File: src/rtl/mem_port_arbiter.sv
// mem_port_arbiter: shares one 16-bit memory port between a scalar (16-bit)
// requester and a vector (8 x 16-bit) requester. Requests are granted in IDLE
// with round-robin tie-breaking. Each transaction runs to completion on its
// latched fields and ends with a one-cycle ack on the granted port.
module mem_port_arbiter #(
  parameter int ADDR_W = 16
) (
  input  logic              clk,
  input  logic              rst,
  input  logic              s_req,
  input  logic              s_we,
  input  logic [ADDR_W-1:0] s_addr,
  input  logic [15:0]       s_wdata,
  output logic [15:0]       s_rdata,
  output logic              s_ack,
  input  logic              v_req,
  input  logic              v_we,
  input  logic [ADDR_W-1:0] v_addr,
  input  logic [127:0]      v_wdata,
  output logic [127:0]      v_rdata,
  output logic              v_ack,
  output logic [ADDR_W-1:0] mem_addr,
  output logic              mem_we,
  output logic [15:0]       mem_wdata,
  input  logic [15:0]       mem_rdata,
  output logic              stall
);

  typedef enum logic [2:0] {IDLE, S_ACC, V_ACC, DRAIN, RESP} state_t;

  state_t            state_q, state_d;
  logic [2:0]        k_q, k_d;        // beat currently on the memory bus in V_ACC
  logic [2:0]        k_next;          // beat to present on the following cycle
  logic [2:0]        cap_lane;        // lane whose read data is on mem_rdata now
  logic              last_vec_q, last_vec_d;  // 1: vector port holds the grant
  logic              lat_we_q, lat_we_d;
  logic [ADDR_W-1:0] lat_addr_q, lat_addr_d;
  logic [127:0]      lat_wdata_q, lat_wdata_d;
  logic [ADDR_W-1:0] mem_addr_d;
  logic              mem_we_d;
  logic [15:0]       mem_wdata_d;
  logic              s_ack_d, v_ack_d;
  logic              grant_vec;

  // Vector wins if it asks alone, or on a tie when scalar was served last.
  assign grant_vec = v_req & (~s_req | ~last_vec_q);
  assign k_next    = k_q + 3'd1;
  assign cap_lane  = k_q - 3'd1;
  assign stall     = (s_req & ~s_ack) | (v_req & ~v_ack);

  // Next-state, grant and next memory-bus values (bus is registered below).
  always_comb begin
    // NOTE: every signal gets a default before the case so no path leaves one
    // unassigned; a missing default here would infer a latch.
    state_d     = state_q;
    k_d         = k_q;
    last_vec_d  = last_vec_q;
    lat_we_d    = lat_we_q;
    lat_addr_d  = lat_addr_q;
    lat_wdata_d = lat_wdata_q;
    mem_addr_d  = '0;
    mem_we_d    = 1'b0;
    mem_wdata_d = '0;
    s_ack_d     = 1'b0;
    v_ack_d     = 1'b0;

    case (state_q)
      IDLE: begin
        if (s_req | v_req) begin
          last_vec_d = grant_vec;
          k_d        = 3'd0;
          if (grant_vec) begin
            lat_we_d    = v_we;
            lat_addr_d  = v_addr;
            lat_wdata_d = v_wdata;
            mem_addr_d  = v_addr;
            mem_we_d    = v_we;
            mem_wdata_d = v_wdata[15:0];
            state_d     = V_ACC;
          end else begin
            lat_we_d    = s_we;
            lat_addr_d  = s_addr;
            lat_wdata_d = {112'd0, s_wdata};
            mem_addr_d  = s_addr;
            mem_we_d    = s_we;
            mem_wdata_d = s_wdata;
            state_d     = S_ACC;
          end
        end
      end
      S_ACC: state_d = DRAIN;
      V_ACC: begin
        if (k_q == 3'd7) begin
          state_d = DRAIN;
        end else begin
          k_d         = k_next;
          mem_addr_d  = lat_addr_q + ADDR_W'(k_next);
          mem_we_d    = lat_we_q;
          mem_wdata_d = lat_wdata_q[{k_next, 4'b0000} +: 16];
        end
      end
      DRAIN: begin
        state_d = RESP;
        s_ack_d = ~last_vec_q;
        v_ack_d = last_vec_q;
      end
      RESP:    state_d = IDLE;
      default: state_d = IDLE;
    endcase
  end

  // State, latched transaction fields, registered memory bus and acks.
  always_ff @(posedge clk) begin
    // NOTE: sequential state uses non-blocking assignments so every register
    // samples pre-edge values regardless of statement order.
    if (rst) begin
      state_q     <= IDLE;
      k_q         <= 3'd0;
      last_vec_q  <= 1'b1;
      lat_we_q    <= 1'b0;
      lat_addr_q  <= '0;
      lat_wdata_q <= '0;
      mem_addr    <= '0;
      mem_we      <= 1'b0;
      mem_wdata   <= '0;
      s_ack       <= 1'b0;
      v_ack       <= 1'b0;
    end else begin
      state_q     <= state_d;
      k_q         <= k_d;
      last_vec_q  <= last_vec_d;
      lat_we_q    <= lat_we_d;
      lat_addr_q  <= lat_addr_d;
      lat_wdata_q <= lat_wdata_d;
      mem_addr    <= mem_addr_d;
      mem_we      <= mem_we_d;
      mem_wdata   <= mem_wdata_d;
      s_ack       <= s_ack_d;
      v_ack       <= v_ack_d;
    end
  end

  // Read-data capture: memory answers one cycle after each address.
  always_ff @(posedge clk) begin
    if (rst) begin
      s_rdata <= '0;
      v_rdata <= '0;
    end else if (!lat_we_q) begin
      if (state_q == V_ACC && k_q != 3'd0) begin
        v_rdata[{cap_lane, 4'b0000} +: 16] <= mem_rdata;
      end else if (state_q == DRAIN) begin
        if (last_vec_q) v_rdata[127:112] <= mem_rdata;
        else            s_rdata          <= mem_rdata;
      end
    end
  end

endmodule
File: config.mk
export PLATFORM = sky130hd
export DESIGN_NAME = mem_port_arbiter
export DESIGN_NICKNAME = d
export VERILOG_FILES = /design/src/rtl/mem_port_arbiter.sv
export SDC_FILE = /design/constraint.sdc
export NUM_CORES = 1
export LEC_CHECK = 0
export BUFFER_PORTS_ARGS = -buffer_cell sky130_fd_sc_hd__buf_2
export CAP_MARGIN = 20
export CORE_MARGIN = 2
export CORE_UTILIZATION = 47
export DETAILED_ROUTE_END_ITERATION = 16
export PLACE_DENSITY = 0.82
export SKIP_LAST_GASP = 1
export SLEW_MARGIN = 30
export SYNTH_ARGS = -nofsm -noshare
export SYNTH_HDL_FRONTEND = slang
export SYNTH_SLANG_ARGS = --single-unit
File: constraint.sdc
create_clock -name clk -period 2.6 [get_ports clk]
set_input_delay 0.13 -clock clk [delete_from_list [all_inputs] [get_ports clk]]
set_output_delay 0.13 -clock clk [all_outputs]
set_load 0.05 [all_outputs]
=== Yosys cells after proc, flatten, opt, wreduce, memory -nomap -nowiden ===
Cells that the tools add are included.

* $add $sub $neg: 4
* Equality and inequality tests: 7
* Shifts and indexed selects: 3
* Mux-type cells: 24
* Bitwise logic cells: 13
* Reduce and logical (&&, ||, !) cells: 13

{| class="wikitable"
|+ Operators by type and width
! operator !! count
|-
| $mux W16 || 9
|-
| $bwmux W128 || 1
|-
| $mux W128 || 1
|-
| $shift A16 B9 Y128 const A || 1
|-
| $shiftx A128 B8 Y16 || 1
|-
| $shiftx A16 B9 Y128 || 1
|-
| $pmux W16 S2 || 2
|-
| $add A16 B3 Y16 || 1
|-
| $mux W3 || 4
|-
| $pmux W3 S4 || 1
|-
| $neg A7 Y9 || 1
|-
| $not A1 Y1 || 7
|-
| $eq A3 B2 Y1 const B || 2
|-
| $ne A2 B2 Y1 const B || 3
|-
| $pmux W3 S2 || 1
|-
| $reduce_and A2 Y1 || 3
|-
| $reduce_and A3 Y1 || 2
|-
| $reduce_bool A2 Y1 || 3
|-
| $reduce_and A4 Y1 || 1
|-
| $add A3 B1 Y3 const B || 1
|-
| $and A1 B1 Y1 || 3
|-
| $eq A3 B1 Y1 const B || 1
|-
| $eq A3 B3 Y1 const B || 1
|-
| $logic_not A3 Y1 || 1
|-
| 8 further kinds || 12
|}

* Bits in registers: 331
* Output and inout port bits: 180
* Logic and storage cells: 78

=== Logic depth before layout (Yosys ltp) ===
Gate-level depths: netlist of the first run.

* Word-level depth: 6
* Gate-level depth with buffers: 11

=== Worst setup path before layout of the first run ===
No wires, ideal clock.

* Path type: flip-flop to flip-flop
* Start: register k_q[0]
* End: register v_rdata[62]
* Data arrival time: 2.573 ns
* Required time: 2.531 ns
* Slack: -0.042 ns
* Stages on the path, launching flop included: 10
* Buffers on the path: 4
* Clock period less this slack: 2.642 ns
* Cell sequence: dfxtp_1 -> buf_2 -> inv_1 -> ha_1 -> buf_2 -> buf_2 -> nor3_1 -> clkbuf_1 -> nand3_1 -> o21ai_1

* Cells in the longest elaborated chain, start to end: 4
* Elaborated cells on any way between the ends: 8
* Those cells by class: 2 x add/sub; 2 x shift; 1 x mux; 3 x reduce/logical

{| class="wikitable"
|+ RTL lines
! what !! line !! RTL
|-
| start, declared || 32 || <nowiki>logic [2:0] k_q, k_d;</nowiki>
|-
| start signal, assigned || 130 || <nowiki>k_q <= k_d;</nowiki>
|-
| $sub A3 B1 Y3 || 48 || <nowiki>assign cap_lane = k_q - 3'd1;</nowiki>
|-
| $neg A7 Y9 || 150 || <nowiki>v_rdata[{cap_lane, 4'b0000} +: 16] <= mem_rdata;</nowiki>
|-
| $shiftx A16 B9 Y128 or $shift A16 B9 Y128 (tied branches) || 150 ||
|-
| $bwmux W128 || 150 ||
|-
| end signal, assigned by index || 150 ||
|-
| end, declared || 20 || <nowiki>output logic [127:0] v_rdata,</nowiki>
|}

Parallel ways exist; a longest one is shown, timed or not.
A chain may end at the register's enable or synchronous reset.

=== Worst setup path after layout of the first run ===
* Start: register k_q[1]
* End: register v_rdata[122]

* Cells in the longest elaborated chain, start to end: 5
* Elaborated cells on any way between the ends: 11
* Those cells by class: 2 x add/sub; 2 x shift; 2 x mux; 5 x reduce/logical

{| class="wikitable"
|+ RTL lines
! what !! line !! RTL
|-
| $sub A3 B1 Y3 || 48 ||
|-
| $neg A7 Y9 || 150 ||
|-
| $shiftx A16 B9 Y128 or $shift A16 B9 Y128 (tied branches) || 150 ||
|-
| $bwmux W128 || 150 ||
|-
| $mux W16 || 149 || <nowiki>if (state_q == V_ACC && k_q != 3'd0) begin</nowiki>
|-
| end signal, assigned by index || 150 ||
|-
| end signal, assigned || 152 || <nowiki>if (last_vec_q) v_rdata[127:112] <= mem_rdata;</nowiki>
|}

Parallel ways exist; a longest one is shown, timed or not.

==> results.ini, run 1 <==
[logic_synthesis]
synth_warnings=0
ys_top_cells_by_count=331 x dfxtp_1, 163 x nor2_1, 148 x nand2_1
yosys.area_share.simple_pct=16.68
synth_edf_count=0
yosysUniqueCellTypes=55
synth_xor_area_share_pct=0.9258
synth_top_cell_area_share_pct=50.03
synth_compound_area_share_pct=14.10
async_reset_ff_share_pct=0
synthCells=1368
synth.ff_latch_count=331
synth.mux.area_fraction_pct=12.85
synth_area_leaders=dfxtp_1 50%, mux2i_1 6.7%, a22oi_1 6.3%, mux4_2 5.4%, nor2_1 4.6%
yosysMostFrequentCell=dfxtp_1
synth_seq_area_share_pct=50.03
syn_nets=1578
synth_top_family_by_area=simple AND/OR/NAND/NOR gates
synth_area_um2=13250
synth_fa_ha_area_share_pct=1.190
ys.flop_type=dfxtp_1
synth_largest_area_cell=dfxtp_1
syn_area_per_cell_um2=9.682

[drt]
ant_nets=0
num_vias=12990
drt_pre_antenna_iters=6
vias_per_cell=5.723
wl_per_cell_um=21.09
drtIter0Drc=1168
drt-total-wl_um=47880
post-route-drc-count=0

[timing]
relSlewSlack_pct=38.41
setup_viol=0
max_freq_mhz=405.9
worstMarginPinSlew_ps=920.3
fin_crit_ps=2464
tns_ps=0
hold_viol_final=1
fin_hold_ws_ps=-8.852
grt_setup_unrepaired=yes
period_share_pct=94.76
fin_worst_skew_ps=19.57
slew_violations=0

[finish]
drive_gt1_share_pct=28.44
layout-area-overhead-vs-synth_pct=38.76
nNetsFinal=2073
postLayoutCoreUtil_pct=66.15
fillCellCount=2054
stdcell_area_um2=18380

[floorplan]
die_x_um=171.9
die_h_um=171.9
io_pins=378
core_area_um2=27780
dieArea_um2=29540
start_util_pct=47.68
placementRows=61

[critical_path]
start_kind=register
cp.required_ps=3030
cp_slowest_stage_delay_ps=400
worstPathArrival_ps=2890
end_kind=register
crit_buf_inv=1
worst_path_most_repeated_cell=ha_1
slowest_stage=dfxtp_1
cp_cell_sequence=inv_1, ha_1, xnor2_1, ha_1, nor4_2, a21o_2, nand3_1, a21oi_1
crit_family=compound AO/OA/AOI/OAI gates
crit_type=register to register
cp_max_fo=16

[clocking]
cts_setup_buffers=0
cts_sinks=331
cts_tree=yes
cts_buffer_depth=3
clk_latency_ps=510
cts_buffers=36
root_buffer=clkbuf_16
clkTransAtPathRegs_ps=60
cts_max_level=2

[placement]
gp_congestion=0.8587
io_buffers=377
placed_cell_area_um2=15500
post-dp-hpwl_um=29470

[flow_run]
max-cap-violations=0

[power_and_ir_drop]
p_leak_nw=7.880
finalPower_w=0.01333
ir_drop_v=0.0005321
power_per_cell_area_nw_per_um2=725.3

[outcome]
failed_checks=hold timing
status=finished with violations

[grt]
grt_use_total_pct=31.53
grt_overflow=0
grt_pass1_wl_um=72270
grt_antenna_before_repair=3
grt_start_max_net_pins=132
grt_pass1_vias=13200

[hold_path]
holdCritPathClass=primary input to register

[per-stage QoR]
step / worst slack (ps) / instances / hold slack (ps)
floorplan: 24.78 / 1368 / 260.4
global placement: 213.6 / 2045 / 376.3
detailed placement: 102.7 / 2045 / 384.9
CTS: 7.202 / 2266 / 1.732
global route: -37.08 / 2268 / 18.00
finish: 136.3 / 2270 / -8.852
[path summary, 6_finish.rpt]
| path | start | end | slack (ps) | depth (start not counted) |
|---|---|---|---|---|
| worst min register to register | v_rdata[119] | v_rdata[119] | 450 | 2 |
| worst max register to register | k_q[1] | v_rdata[122] | 140 | 8 |
| worst min-delay path | v_addr[10] | mem_addr[10] | -9 | 3 |
| worst max-delay path | k_q[1] | v_rdata[122] | 140 | 8 |
[flip-flops by register name, summed over array words and instances, names as in the netlist, 3 cells and up]
signal and cells:
s_rdata 16, mem_wdata 16, k_q 3, lat_wdata_q 128
lat_addr_q 16, mem_addr 16, state_q 3, v_rdata 128
[timing repair]
item                                    in CTS  in global routing
gates resized for setup                      0                  3
hold buffers                               158                  0
endpoints found under the hold margin      165                  0
endpoints found under the setup margin       0                 17
[power by group]
| group | total (W) | switching (W) | internal, W | leakage (nW) |
|---|---|---|---|---|
| sequential | 0.00555 | 0.000202 | 0.00534 | 2.69 |
| combinational | 0.00231 | 0.00137 | 0.000941 | 4.56 |
| clock | 0.00547 | 0.00210 | 0.00338 | 0.633 |
[layer usage]
metal  wire length (um)  GRT usage [%]
met5                  0              0
met4               3438          22.51
met3               4304          6.592
met2              23320          54.30
met1              16820          34.64
[cells in the final DEF, fill, tap and decap left out, types with 3 or more instances in the layout]
| master | instances |
|---|---|
| a211oi_1 | 25 |
| a21oi_1 | 66 |
| a22oi_1 | 112 |
| and4_1 | 3 |
| buf_12 | 7 |
| buf_2 | 376 |
| buf_4 | 32 |
| bufinv_16 | 6 |
| clkbuf_1 | 3 |
| clkbuf_16 | 36 |
| clkbuf_8 | 9 |
| clkinv_2 | 7 |
| dfxtp_1 | 330 |
| diode_2 | 4 |
| dlygate4sd3_1 | 158 |
| ha_1 | 10 |
| inv_1 | 4 |
| mux2_2 | 8 |
| mux2i_1 | 89 |
| mux4_2 | 32 |
| nand2_1 | 148 |
| nand2b_1 | 51 |
| nand3_1 | 38 |
| nand3b_1 | 32 |
| nand4_1 | 4 |
| nor2_1 | 163 |
| nor3_1 | 5 |
| nor3b_2 | 3 |
| o21ai_0 | 39 |
| o21ai_1 | 12 |
| o22ai_1 | 26 |
| xnor2_1 | 9 |
| xor2_1 | 5 |
[final cells by class]
| class | instances | area (um^2) | area share (%) |
|---|---|---|---|
| inverters | 4 | 15.01 | 0.08169 |
| well taps | 378 | 473.0 | 2.573 |
| repair buffers | 574 | 3857 | 20.99 |
| diodes | 4 | 10.01 | 0.05446 |
| multi-input cells | 916 | 6125 | 33.32 |
| clock inverters | 16 | 249.0 | 1.355 |
| flip-flops and latches | 331 | 6628 | 36.06 |
| clock buffers | 47 | 1022 | 5.562 |
[kinds of logic (layout without fill, tap and decap cells)]
group,count (synthesis),after routing
simple gates,469,469
flops,331,331
compound gates,292,292
mux,129,129
buf+inv,121,641
xor+xnor,14,14
fa+ha+maj,12,12
other cells,0,4
[worst min-delay path, cell delays in order]
cell	delay [ps]
buf_2	90
mux2i_1	80
o22ai_1	150
(Power assumes the default switching activity.)
==> run 2, diff against run 1 <==
- CORE_UTILIZATION: 47 -> 40
- CTS_CLUSTER_SIZE: default -> 24
- PLACE_DENSITY: 0.82 -> 0.73
- SETUP_SLACK_MARGIN: default -> 0.3
==> run 2 against run 1 <==
The run now ends clean; setup slack improved by 260 ps; global-route usage fell by 4.5 points; critical path depth did not move; register-to-register slack better by 260 ps; sequential share of layout area down 0.063 points; clock skew decreased by 6.2 ps; largest cell class unchanged; routed wire length rose by 0.44%; critical endpoint is now mem_addr[9]; non-clock buffer count shrank 11; clock power down 5.5%; flip-flop and latch count unchanged.
==> results.ini, run 2 (synthesized netlist as in run 1, its figures left out) <==
[outcome]
status=completed

[critical_path]
cp_max_fo=12  ; -4
end_kind=register
cp_cell_sequence=inv_1, ha_4, ha_1, a211o_1, nor3b_2, and4_1, xnor2_1, o22ai_1
cp.required_ps=2990  ; -40 ps
start_kind=register
crit_type=register to register
slowest_stage=dfxtp_4
reg2regPathDepth=8  ; unchanged
worstPathArrival_ps=2590  ; -300 ps
cp_slowest_stage_delay_ps=400  ; about the same

[finish]
nNetsFinal=2064  ; -0.43%
stdcell_area_um2=18420  ; +0.23%
final_cell_mix=376 x buf_2, 329 x dfxtp_1, 163 x nor2_1
drive_gt1_share_pct=29.11  ; +0.67 points
layout-area-overhead-vs-synth_pct=39.08
reg_top3=lat_wdata_q x128, v_rdata x128
final_common_cell=buf_2
fillCellCount=2805  ; +37%
multi_input_area_um2=6254  ; +2.1%
postLayoutCoreUtil_pct=56.62  ; -9.5 points
final-seq-area_um2=6631  ; about the same

[grt]
grt_start_max_net_pins=108  ; -18%
grt_antenna_before_repair=5  ; +2
grtUsageMet2_pct=47.41  ; -6.9 points
grt_overflow=0  ; unchanged
grt_pass1_wl_um=71780  ; -0.68%
grt_pass1_vias=12400  ; -6.1%
grt_use_total_pct=27.02  ; -4.5 points
gr-usage-met3_pct=6.652  ; +0.060 points
top_usage_layer=met2
grt_use_met1_pct=29.40  ; -5.2 points

[drt]
ant_nets=0  ; unchanged
drt_pre_antenna_iters=9  ; +3
num_vias=12670  ; -2.4%
drtIter0Drc=957  ; -18%
drt-total-wl_um=48090  ; +0.44%
wl_per_cell_um=20.67  ; -2.0%
vias_per_cell=5.448  ; -4.8%
post-route-drc-count=0  ; unchanged

[clocking]
cts_buffer_depth=3  ; unchanged
clk_latency_ps=520  ; about the same
root_buffer=clkbuf_16
cts_buffers=37  ; +2.8%
cts_sinks=331  ; unchanged
cts_tree=yes
clkTransAtPathRegs_ps=60  ; about the same
cts_max_level=2  ; unchanged

[timing]
grt_setup_unrepaired=yes
max_freq_mhz=453.0  ; +12%
tns_ps=0  ; unchanged
period_share_pct=84.90  ; -9.9 points
relSlewSlack_pct=54.63  ; +16 points
fin_worst_skew_ps=13.41  ; -6.168 ps
worstMarginPinSlew_ps=679.6  ; -240.7 ps
hold_viol_final=0  ; -1
slew_violations=0  ; unchanged
fin_hold_ws_ps=9.233  ; +18.08 ps
fin_crit_ps=2207  ; -256.3 ps
setup_viol=0  ; unchanged

[floorplan]
core_area_um2=32540  ; +17%
die_h_um=186.0  ; +8.2%
placementRows=66  ; +8.2%
dieArea_um2=34580  ; +17%
start_util_pct=40.71  ; -7.0 points
die_x_um=186.0  ; +8.2%
io_pins=378  ; unchanged

[power_and_ir_drop]
ir_drop_v=0.0004759  ; -11%
p_leak_nw=7.836  ; -0.55%
finalPower_w=0.01302  ; -2.3%
power_per_cell_area_nw_per_um2=706.9  ; -2.5%

[hold_path]
hold_depth=3  ; unchanged
holdCritPathClass=primary input to register

[placement]
placed_cell_area_um2=15520  ; +0.15%
gp_congestion=0.9460  ; +10%
post-dp-hpwl_um=31080  ; +5.5%
io_buffers=377  ; unchanged

[flow_run]
max-cap-violations=0  ; unchanged

-- run 2: cell count changes in the layout (fill, tap and decap cells not counted), sizes merged --
cell         before  now
inv               6    8
diode             4    5
a21o              2    3
clkbuf           48   51
bufinv            6    2
dlygate4sd3     158  146
buf             415  416
-- run 2: final timing paths --
check	endpoint	startpoint	slack, ps
max	mem_addr[9]	k_q[0]	390
min reg2reg	v_rdata[126]	v_rdata[126]	450
max reg2reg	mem_addr[9]	k_q[0]	390
min	mem_addr[11]	v_addr[11]	9
-- run 2: power breakdown --
part           switching (W)  internal, W
sequential          0.000225      0.00534
combinational        0.00135     0.000940
clock                0.00214      0.00303
-- run 2: final cells by class --
type | instances | share of cell area, %
Antenna cell | 5 | 0.06792
Clock buffer | 50 | 5.671
Clock inverter | 14 | 0.7539
Inverter | 4 | 0.08151
Multi-Input combinational cell | 917 | 33.95
Sequential cell | 331 | 36.00
Tap cell | 442 | 3.002
Timing Repair Buffer | 563 | 20.48
-- run 2: metal layers --
layer / part of all wire, % / vias to the layer above / wire length [um]
li1: - / 5844 / -
met1: 36 / 5978 / 17200
met2: 48 / 699 / 23310
met3: 9.4 / 152 / 4512
met4: 6.4 / 0 / 3071
met5: 0 / - / 0
-- run 2: timing repair --
| item | 4_1_cts | 5_1_grt |
|---|---|---|
| endpoints found under the setup margin | 38 | 96 |
| hold buffers | 146 | 0 |
| gates resized for setup | 10 | 17 |
| buffers inserted | 2 | 8 |
| endpoints found under the hold margin | 164 | 0 |
| cloned | 1 | 0 |
| pin swaps | 4 | 6 |
-- run 2: stage by stage --
stage | setup slack, ps | std cells
2_1_floorplan | 322.9 | 1368
3_3_place_gp | 294.1 | 2100
3_5_place_dp | 137.7 | 2100
4_1_cts | 327.7 | 2313
5_1_grt | 291.6 | 2326
6_report | 392.5 | 2326
-- run 2: critical path: cells and delay by family, from the launching register on --
kind,cells,cell delay (ps)
DFF,1,400
buffers and inverters,1,100
adders and majority gates,2,650
and+or+nand+nor,2,410
AOI/OAI and AO/OA,2,370
xor gates and xnor gates,1,140
==> run 3, diff against run 2 <==
- PLACE_DENSITY: 0.73 -> 0.7
- clock period: 2.6 -> 2.25 ns (I/O delays scaled with it)
==> run 3 against run 2 <==
Cell count grew 3.2%; count of clock-buffer cells in the layout grew 8; setup slack lost 340 ps; critical endpoint is now mem_wdata[11]; sequential power grew 15%; clock power grew 15%; hold slack gained 5.3 ps; combinational power grew 32%; design area grew 9.8%; flip-flop and latch count is the same; critical path type unchanged.
==> results.ini, run 3 (synthesized netlist as in run 1, its figures left out) <==
[critical_path]
crit_type=register to register
end_kind=register
cp_slowest_stage_delay_ps=570  ; +170 ps
cp.required_ps=2630  ; -360 ps
worstPathArrival_ps=2580  ; about the same
cp_cell_sequence=clkinvlp_4, buf_6, ha_4, buf_4, buf_12, mux4_2, mux2i_1, o22ai_1
crit_family=multiplexers
slowest_stage=mux4_2
cp_max_fo=7  ; -5
crit_buf_inv=4  ; +3
start_kind=register

[timing]
period_share_pct=97.58  ; +13 points
slew_violations=0  ; unchanged
relSlewSlack_pct=55.54  ; +0.90 points
tns_ps=0  ; unchanged
setup_viol=0  ; unchanged
fin_hold_ws_ps=14.57  ; +5.335 ps
grt_setup_unrepaired=yes
max_freq_mhz=455.5  ; +0.55%
worstMarginPinSlew_ps=666.9  ; -12.63 ps
fin_crit_ps=2195  ; -12.04 ps
hold_viol_final=0  ; unchanged
fin_worst_skew_ps=13.41  ; +0.007600 ps

[clocking]
clkTransAtPathRegs_ps=60  ; about the same
cts_max_level=2  ; unchanged
clk_latency_ps=520  ; about the same
cts_buffers=37  ; unchanged
root_buffer=clkbuf_16
cts_tree=yes
cts_buffer_depth=3  ; unchanged
cts_sinks=331  ; unchanged

[grt]
grt_overflow=0  ; unchanged
grt_pass1_vias=13100  ; +5.7%
grt_use_total_pct=27.15  ; +0.13 points
grt_start_max_net_pins=120  ; +11%
grt_antenna_before_repair=1  ; -4
grt_pass1_wl_um=73130  ; +1.9%

[drt]
vias_per_cell=5.464  ; +0.29%
ant_nets=0  ; unchanged
drtIter0Drc=974  ; +1.8%
wl_per_cell_um=20.91  ; +1.1%
drt-total-wl_um=50200  ; +4.4%
post-route-drc-count=0  ; unchanged
drt_pre_antenna_iters=8  ; -1
num_vias=13120  ; +3.5%

[finish]
stdcell_area_um2=20220  ; +9.8%
nNetsFinal=2144  ; +3.9%
final_cell_mix=376 x buf_2, 329 x dfxtp_1, 172 x dlygate4sd3_1
layout-area-overhead-vs-synth_pct=52.68
final_common_cell=buf_2
drive_gt1_share_pct=36.47  ; +7.4 points
fin_cells=2401  ; +3.2%
fillCellCount=2581  ; -8.0%
reg_top3=lat_wdata_q x128, v_rdata x128

[floorplan]
core_area_um2=32540  ; unchanged
start_util_pct=40.71  ; unchanged
io_pins=378  ; unchanged
placementRows=66  ; unchanged
dieArea_um2=34580  ; unchanged
die_h_um=186.0  ; unchanged
die_x_um=186.0  ; unchanged

[outcome]
status=completed

[placement]
gp_congestion=0.8062  ; -15%
post-dp-hpwl_um=29350  ; -5.6%
place_inst=2112  ; +0.57%
placed_cell_area_um2=15890  ; +2.3%
io_buffers=377  ; unchanged

[power_and_ir_drop]
ir_drop_v=0.0006221  ; +31%
p_leak_nw=8.590  ; +9.6%
power_per_cell_area_nw_per_um2=759.7  ; +7.5%

[flow_run]
max-cap-violations=0  ; unchanged

[hold_path]
holdCritPathClass=primary input to register

[run 3: changes by cell type in the layout (fill, tap and decap cells not counted), moves of 28 or more]
cell / previous run / this run
a21oi_1: 64 / 36
a21oi_2: 2 / 30
nand3_1: 37 / 6
nand3_2: 2 / 30
o21ai_0: 38 / 2
[run 3: power by group]
part / leakage, nW / total [W] / internal, W / switching [W]
logic: 5.33 / 0.00302 / 0.00131 / 0.00171
clock network: 0.574 / 0.00597 / 0.00355 / 0.00242
registers: 2.69 / 0.00638 / 0.00618 / 0.000207
total: 8.59 / 0.0154 / 0.0110 / 0.00433
[run 3: tightest hold or removal path, cell delays in order]
cell	delay (ps)
buf_2	90
mux2i_1	90
o22ai_1	180
[run 3: cell type report]
| class | instances | area, um^2 | area share (%) |
|---|---|---|---|
| diodes | 1 | 2.502 | 0.01237 |
| well taps | 442 | 553.0 | 2.735 |
| clock inverters | 5 | 58.81 | 0.2908 |
| flip-flops and latches | 331 | 6631 | 32.79 |
| repair buffers | 643 | 4957 | 24.51 |
| inverters | 4 | 18.77 | 0.09280 |
| clock buffers | 58 | 1127 | 5.574 |
| multi-input cells | 917 | 6874 | 33.99 |
[run 3: routing by layer]
layer | vias up | GRT usage (%) | wire (um)
met4 | 0 | 12.16 | 2075
met1 | 6299 | 30.64 | 18580
met2 | 703 | 48.58 | 25260
met5 | - | 0 | 0
li1 | 5994 | - | -
met3 | 124 | 6.300 | 4285
[run 3: metrics by stage]
step / setup slack [ps] / total power [W] / util (%)
2_1_floorplan: 70.09 / 0.008115 / -
3_3_place_gp: 84.84 / 0.008885 / 48.83
3_5_place_dp: -4.673 / 0.008919 / 48.83
4_1_cts: 96.94 / 0.01520 / 59.98
5_1_grt: 1.327 / 0.01591 / 62.16
6_report: 54.56 / 0.01536 / 62.16
[run 3: path summary, 6_finish.rpt]
check	start	end	slack, ps	depth (start not counted)
worst max register to register	k_q[0]	mem_wdata[11]	50	8
worst max-delay path	k_q[0]	mem_wdata[11]	50	8
worst min register to register	s_rdata[0]	s_rdata[0]	450	2
worst min-delay path	s_wdata[15]	mem_wdata[15]	10	3
[run 3: what timing repair did]
item | in CTS | in global routing
buffers inserted | 29 | 7
pin swaps | 29 | 56
setup endpoints to repair | 173 | 184
cloned | 9 | 8
hold endpoints to repair | 207 | 0
gates resized for setup | 61 | 129
hold buffers | 172 | 0
